--- src/rtl/rv32i_pkg.sv ---
// ---------------------------------------------------------------------------
// rv32i_pkg
// Shared types for the rv32i core and its program loader.
//   XLEN / word_t / reg_idx_t : core datapath typedefs
//   loader_state_e            : program_loader FSM states
//   len_in_range()            : legal program length check (1..depth)
// ---------------------------------------------------------------------------
package rv32i_pkg;

  localparam int XLEN = 32;

  typedef logic [XLEN-1:0] word_t;
  typedef logic [4:0]      reg_idx_t;

  typedef enum logic [1:0] {
    IDLE  = 2'd0,
    LOAD  = 2'd1,
    FLUSH = 2'd2,
    RUN   = 2'd3
  } loader_state_e;

  // A load request is legal only for 1..depth words.
  function automatic logic len_in_range(input int unsigned len_words,
                                        input int unsigned depth_words);
    return (len_words != 0) && (len_words <= depth_words);
  endfunction

endpackage

--- src/rtl/program_loader_if.sv ---
// ---------------------------------------------------------------------------
// program_loader_if
// Upstream word stream plus instruction memory write port of the loader.
//   s_valid/s_data/s_ready       : valid/ready word stream into the loader
//   mem_we/mem_addr/mem_wdata    : instruction memory write port
// Modports:
//   slave  : the loader (consumes the stream, drives the memory port)
//   master : the upstream source / memory side
// ---------------------------------------------------------------------------
interface program_loader_if #(
  parameter int N  = 32,
  parameter int AW = 10
);
  logic          s_valid;
  logic [N-1:0]  s_data;
  logic          s_ready;
  logic          mem_we;
  logic [AW-1:0] mem_addr;
  logic [N-1:0]  mem_wdata;

  modport slave (
    input  s_valid, s_data,
    output s_ready, mem_we, mem_addr, mem_wdata
  );

  modport master (
    output s_valid, s_data,
    input  s_ready, mem_we, mem_addr, mem_wdata
  );
endinterface

--- src/rtl/program_loader.sv ---
// ---------------------------------------------------------------------------
// program_loader
// Streams a program image into instruction memory while holding the rv32i
// core in reset, then releases the core once the final write has landed.
// Ports:
//   clk         : single clock, rising edge
//   reset       : synchronous active-high reset
//   start       : one-cycle load request
//   len         : words to load, sampled only when start is accepted
//   bus         : stream in / memory write out (program_loader_if.slave)
//   cpu_reset_n : active-low core reset, low while loading
//   done        : load complete, core running
//   err         : sticky, last start request was rejected
//
// state | meaning
// ------+---------------------------------------------------------------
// IDLE  | waiting for a legal start; core held in reset
// LOAD  | accepting words, one registered memory write per transfer
// FLUSH | final write on the memory port; core still held
// RUN   | core released; a legal start reloads
// ---------------------------------------------------------------------------
module program_loader
  import rv32i_pkg::*;
#(
  parameter  int n     = 32,
  parameter  int depth = 1024,
  localparam int AW    = $clog2(depth)
) (
  input  logic                 clk,
  input  logic                 reset,
  input  logic                 start,
  input  logic [AW:0]          len,
  program_loader_if.slave      bus,
  output logic                 cpu_reset_n,
  output logic                 done,
  output logic                 err
);

  loader_state_e state_q;
  logic [AW:0]   cnt_q;
  logic [AW:0]   cnt_d;
  logic [AW:0]   len_q;
  logic          len_ok;
  logic          xfer;
  logic          s_ready_q;
  logic          mem_we_q;
  logic [AW-1:0] mem_addr_q;
  logic [n-1:0]  mem_wdata_q;
  logic          cpu_reset_n_q;
  logic          done_q;
  logic          err_q;

  always_comb begin
    len_ok = len_in_range(32'(len), depth);
    xfer   = bus.s_valid && s_ready_q;
    cnt_d  = cnt_q + 1'b1;
  end

  always_ff @(posedge clk) begin
    if (reset) begin
      state_q       <= IDLE;
      cnt_q         <= '0;
      len_q         <= '0;
      s_ready_q     <= 1'b0;
      mem_we_q      <= 1'b0;
      mem_addr_q    <= '0;
      mem_wdata_q   <= '0;
      cpu_reset_n_q <= 1'b0;
      done_q        <= 1'b0;
      err_q         <= 1'b0;
    end else begin
      // Write strobe is a single-cycle pulse following each transfer.
      mem_we_q <= 1'b0;
      unique case (state_q)
        IDLE: begin
          if (start) begin
            if (len_ok) begin
              state_q   <= LOAD;
              cnt_q     <= '0;
              len_q     <= len;
              err_q     <= 1'b0;
              s_ready_q <= 1'b1;
            end else begin
              err_q <= 1'b1;
            end
          end
        end
        LOAD: begin
          if (xfer) begin
            mem_we_q    <= 1'b1;
            mem_addr_q  <= cnt_q[AW-1:0];
            mem_wdata_q <= bus.s_data;
            cnt_q       <= cnt_d;
            // Drop ready together with the last transfer so no extra
            // word can be taken before the FSM leaves LOAD.
            if (cnt_d == len_q) begin
              state_q   <= FLUSH;
              s_ready_q <= 1'b0;
            end
          end
        end
        FLUSH: begin
          // The final write is on the port this cycle; release the core
          // only after it.
          state_q       <= RUN;
          cpu_reset_n_q <= 1'b1;
          done_q        <= 1'b1;
        end
        RUN: begin
          if (start) begin
            if (len_ok) begin
              state_q       <= LOAD;
              cnt_q         <= '0;
              len_q         <= len;
              err_q         <= 1'b0;
              s_ready_q     <= 1'b1;
              cpu_reset_n_q <= 1'b0;
              done_q        <= 1'b0;
            end else begin
              err_q <= 1'b1;
            end
          end
        end
        default: state_q <= IDLE;
      endcase
    end
  end

  assign bus.s_ready   = s_ready_q;
  assign bus.mem_we    = mem_we_q;
  assign bus.mem_addr  = mem_addr_q;
  assign bus.mem_wdata = mem_wdata_q;
  assign cpu_reset_n   = cpu_reset_n_q;
  assign done          = done_q;
  assign err           = err_q;

endmodule

--- src/flat_wrapper.sv ---
// flat-port wrapper written by rule: the top's interface ports become plain ports
module program_loader_flat import rv32i_pkg::*;
#(
  parameter  int n     = 32,
  parameter  int depth = 1024,
  localparam int AW    = $clog2(depth)
)
  (clk, reset, start, len, cpu_reset_n, done, err, bus_s_valid, bus_s_data, bus_s_ready, bus_mem_we, bus_mem_addr, bus_mem_wdata);
  program_loader_if #(.N((32)), .AW((10))) bus_i ();
  input  logic clk;
  input  logic reset;
  input  logic start;
  input  logic [AW:0] len;
  output logic cpu_reset_n;
  output logic done;
  output logic err;
  input wire logic [$bits(bus_i.s_valid)-1:0] bus_s_valid;
  input wire logic [$bits(bus_i.s_data)-1:0] bus_s_data;
  output wire logic [$bits(bus_i.s_ready)-1:0] bus_s_ready;
  output wire logic [$bits(bus_i.mem_we)-1:0] bus_mem_we;
  output wire logic [$bits(bus_i.mem_addr)-1:0] bus_mem_addr;
  output wire logic [$bits(bus_i.mem_wdata)-1:0] bus_mem_wdata;
  assign bus_i.s_valid = bus_s_valid;
  assign bus_i.s_data = bus_s_data;
  assign bus_s_ready = bus_i.s_ready;
  assign bus_mem_we = bus_i.mem_we;
  assign bus_mem_addr = bus_i.mem_addr;
  assign bus_mem_wdata = bus_i.mem_wdata;
  program_loader #(.n(n), .depth(depth)) u_core (.clk(clk), .reset(reset), .start(start), .len(len), .bus(bus_i), .cpu_reset_n(cpu_reset_n), .done(done), .err(err));
endmodule
--- config.mk ---
export PLATFORM = sky130hd
export DESIGN_NAME = program_loader_flat
export DESIGN_NICKNAME = d
export VERILOG_FILES = /design/src/rtl/rv32i_pkg.sv /design/src/rtl/program_loader_if.sv /design/src/rtl/program_loader.sv /design/src/flat_wrapper.sv
export SDC_FILE = /design/constraint.sdc
export NUM_CORES = 1
export LEC_CHECK = 0
export CORE_UTILIZATION = 43
export CTS_CLUSTER_SIZE = 28
export DETAILED_ROUTE_END_ITERATION = 12
export PLACE_DENSITY_LB_ADDON = 0.05
export SETUP_SLACK_MARGIN = 0.2
export SYNTH_ARGS = -nofsm -noshare
export SYNTH_HDL_FRONTEND = slang
export SYNTH_SLANG_ARGS = --single-unit
--- constraint.sdc ---
create_clock -name clk -period 2.4 [get_ports clk]
set_input_delay 0.48 -clock clk [delete_from_list [all_inputs] [get_ports clk]]
set_output_delay 0.48 -clock clk [all_outputs]
set_load 0.02 [all_outputs]
==> summary.md <==
| Metric | Value |
|---|---|
| Result of the run | `finished clean` |
| Area share of the largest cell type after synthesis | `0.439` |
| Initial core utilization | `0.443` |
| Slew at the pin closest to its max-slew limit | `0.508 ns` |
| Post-Place Worst Slack | `-0.420 ns` |
| Die Ht | `88.2 µm` |
| Net count of the finished layout | `562` |
| Detailed Route Iter0 Violations | `162` |
| Detailed-routing iteration count for the pre-antenna-repair pass | `4` |
| Ratio of cells with drive above 1 in the final layout | `0.192` |
| Cells after Synth | `402` |
| Arr. time, crit path | `2.39 ns` |
| Chip Width | `88.2 µm` |
| Power density cells | `720 nW/µm²` |
| Post-synthesis cell type count | `49` |
| Leading cell type by number of instances after synthesis | `sky130_fd_sc_hd__nand2_1` |
| Worst IR Drop VDD | `0.491 mV` |
| Main flop type after synthesis | `sky130_fd_sc_hd__dfxtp_1` |
| H-tree lvl count | `3` |
| Setup repair after global routing missed its margin | `yes` |
| Worst R2R Path Depth | `7` |
| Routability Congestion | `0.878` |
| Maximum buffer depth of the clock tree | `2` |
| TritonCTS Buffers | `9` |
| Sequential fraction of the synthesis area | `0.439` |
| End of the worst register-to-register path | `u_core.state_q[1]$_SDFFE_PP0P_` |
| Area of the core | `7210 µm²` |
| Number of global-route vias before repair | `2,858` |
| Synth area leaders | `sky130_fd_sc_hd__dfxtp_1, sky130_fd_sc_hd__nand2_1, sky130_fd_sc_hd__a21oi_1, sky130_fd_sc_hd__mux2i_1, sky130_fd_sc_hd__nor2_1` |
| Share of power burned in combinational logic | `0.328` |
| Endpoint required time on the critical path | `2.66 ns` |
| Count of endpoints failing setup in the final report | `0` |
| All-layer global routing usage | `0.221` |
| Wire length of the first global-routing pass | `13,300 µm` |
| Cell-internal power | `2.25 mW` |
| Diodes inserted | `0` |
| Critical path start-end classification | `input pin to register` |
| Number of pins exceeding their max-slew limit in the final report | `0` |
| Startpoint kind of the worst setup timing path | `input pin` |
| Area of the mapped netlist | `3190 µm²` |
| Sequential fraction of design power | `0.388` |
| Largest area contributor in the netlist | `sky130_fd_sc_hd__dfxtp_1` |
| Synthesized flop and latch total | `70` |
| Worst Hold Launch | `len[0]` |
| Buffer cell driving the clock tree root | `sky130_fd_sc_hd__clkbuf_8` |
| Number of fillers in the final layout | `654` |
| Vias | `3,202` |
| Hold bufs inserted after CTS | `0` |
| Port bufs | `93` |
| Share of async-settable or async-resettable flops after synthesis | `0` |
| Max Cap Viol | `0` |
| Clock tree from TritonCTS | `yes` |
| Total Die Area | `7770 µm²` |
| Max transition margin | `0.661` |
| Switching power | `1.11 mW` |
| Clock latency of the later-clocked register in the worst-skew pair | `0.34 ns` |
| Number of antenna violations at the first check in global routing | `0` |
| GR Overflow Total | `0` |
| Max Clock Freq | `0.469 GHz` |
| Switch share | `0.331` |
| Pin count of the biggest net entering global routing | `44` |
| Count of clock tree sinks | `70` |
| Proportion of power drawn by the clock network | `0.283` |
| FP Rows | `31` |
| R2r setup slk | `0.31 ns` |
| Synth-to-Final Area Change | `46.5%` |
| Post-layout min period | `2.13 ns` |
| Antenna Nets Post-Route | `0` |
| Worst hold slack across all endpoints | `0.401 ns` |
| Fraction of the cycle the final worst path needs | `0.888` |
| Critical Path End Type | `register` |
| Post-synth EDFFs | `0` |
| Highest net fanout along the worst path | `11` |
| Net Count, Synth | `453` |
| Top cell types by occurrence after synthesis | `sky130_fd_sc_hd__nand2_1, sky130_fd_sc_hd__dfxtp_1, sky130_fd_sc_hd__a21oi_1, sky130_fd_sc_hd__nor2_1, sky130_fd_sc_hd__clkbuf_1` |
| Reg2Reg Launch Point | `u_core.cnt_q[1]$_SDFFE_PP0P_` |
| Final worst setup slack | `0.269 ns` |
| Ports placed on the boundary | `94` |
| Clock-pin slew reported for the worst setup and hold paths after clock tree synthesis | `0.07 ns` |
| Detailed-route wire length per cell | `13.8 µm` |
| Leakage power of the design | `1.68 nW` |
| Final count of hold timing violations | `0` |
| Worst min-delay path class | `input pin to register` |
| Dpl hpwl | `5810 µm` |
| Hold path depth | `3` |
| Endpoint of the worst hold-timing path | `u_core.len_q[0]$_SDFFE_PP0P_` |
| Average size of a mapped cell | `7.94 µm²` |
| Final Routed Wirelength | `8480 µm` |
| Largest clock skew in the final design | `0.00885 ns` |
| Mean number of vias per cell | `5.21` |
| Number of warnings printed during yosys synthesis | `0` |
| DRC Markers | `0` |
==> repair_timing <==
item | CTS | global route
buffers inserted | 3 | 1
endpoints found under the setup margin | 25 | 20
gates cloned | 1 | 0
resized for setup | 19 | 30
hold endpoints to repair | 0 | 0
pin swaps | 9 | 13
==> cell type report <==
class,instances,area [µm²],share of cell area
sequential,70,1420,0.302
timing repair buffer,127,1190,0.254
multi-input combinational,297,1730,0.370
clock inverter,6,61.3,0.0131
clock buffer,10,138,0.0294
tap,99,124,0.0265
inverter,6,22.5,0.00481
==> state kept, by name (all words and copies together) (netlist names) <==
name	count
u_core.bus.mem_wdata	32
u_core.cnt_q	11
u_core.len_q	11
u_core.bus.mem_addr	10
u_core.state_q	2
u_core.bus.mem_we	1
u_core.bus.s_ready	1
u_core.cpu_reset_n	1
u_core.err	1
==> layer usage <==
| layer | routed length, µm | GRT usage |
|---|---|---|
| met4 | 124 | 0.0909 |
| met1 | 3910 | 0.287 |
| met5 | 0 | 0 |
| met3 | 467 | 0.0434 |
| met2 | 3980 | 0.359 |
==> worst max path at each step <==
stage	slack [ns]	endpoint	depth (start not counted)	startpoint
2_1_floorplan	0.06	u_core.len_q[1]$_SDFFE_PP0P_	8	len[0]
3_3_place_gp	-0.36	u_core.cnt_q[3]$_SDFFE_PP0P_	8	len[6]
3_5_place_dp	-0.42	u_core.cnt_q[3]$_SDFFE_PP0P_	8	len[6]
4_1_cts	0.21	u_core.state_q[1]$_SDFFE_PP0P_	7	u_core.cnt_q[0]$_SDFFE_PP0P_
5_1_grt	0.14	u_core.state_q[1]$_SDFFE_PP0P_	7	u_core.cnt_q[4]$_SDFFE_PP0P_
6_report	0.27	u_core.cnt_q[3]$_SDFFE_PP0P_	8	len[9]
==> worst max-delay path: stages <==
cell and delay (ns):
sky130_fd_sc_hd__dlygate4sd2_1 0.24, sky130_fd_sc_hd__or4_4 0.46, sky130_fd_sc_hd__or4_4 0.53, sky130_fd_sc_hd__a31oi_4 0.16, sky130_fd_sc_hd__nand2b_4 0.16, sky130_fd_sc_hd__buf_12 0.13, sky130_fd_sc_hd__o21ai_0 0.09, sky130_fd_sc_hd__a21oi_1 0.13
==> cells by family (layout without fill, tap and decap cells) <==
logic type / Yosys count / count (layout) / share of synthesized area
adder cells (fa/ha/maj): 4 / 4 / 0.0157
XOR/XNOR: 11 / 11 / 0.0302
flip-flops: 70 / 70 / 0.439
buffers and inverters: 36 / 149 / 0.0486
AO/OA/AOI/OAI: 94 / 94 / 0.178
multiplexers: 12 / 12 / 0.0376
AND/OR/NAND/NOR: 175 / 176 / 0.252
==> through the flow <==
| stage | util | setup TNS (ns) | cells | cell area (µm²) | total power, mW |
|---|---|---|---|---|---|
| 2_1_floorplan | - | 0 | 402 | 3200 | 1.97 |
| 3_3_place_gp | 0.605 | -7.98 | 594 | 4370 | 2.34 |
| 3_5_place_dp | 0.605 | -9.10 | 594 | 4370 | 2.36 |
| 4_1_cts | 0.644 | 0 | 614 | 4640 | 3.38 |
| 5_1_grt | 0.648 | 0 | 615 | 4680 | 3.54 |
| 6_report | 0.648 | 0 | 615 | 4680 | 3.37 |
==> power by group through the flow <==
stage | Clock, mW | Sequential (mW) | Combinational [mW]
floorplan | 0 | 1.36 | 0.612
global placement | 0 | 1.33 | 1.01
detailed placement | 0 | 1.33 | 1.03
global route | 1.02 | 1.32 | 1.20
CTS | 0.979 | 1.30 | 1.10
finish | 0.954 | 1.31 | 1.11
==> cells in the final DEF (no fill, tap or decap), types with 6 or more instances in the layout <==
master	n
sky130_fd_sc_hd__nor2_1	29
sky130_fd_sc_hd__clkbuf_8	10
sky130_fd_sc_hd__o21ai_0	11
sky130_fd_sc_hd__nor3_1	6
sky130_fd_sc_hd__dfxtp_2	11
sky130_fd_sc_hd__inv_1	6
sky130_fd_sc_hd__buf_4	31
sky130_fd_sc_hd__xnor2_1	6
sky130_fd_sc_hd__nand2_1	98
sky130_fd_sc_hd__dfxtp_1	59
sky130_fd_sc_hd__mux2i_1	12
sky130_fd_sc_hd__clkdlybuf4s50_1	82
sky130_fd_sc_hd__a21oi_1	54
(Power assumes the default switching activity.)
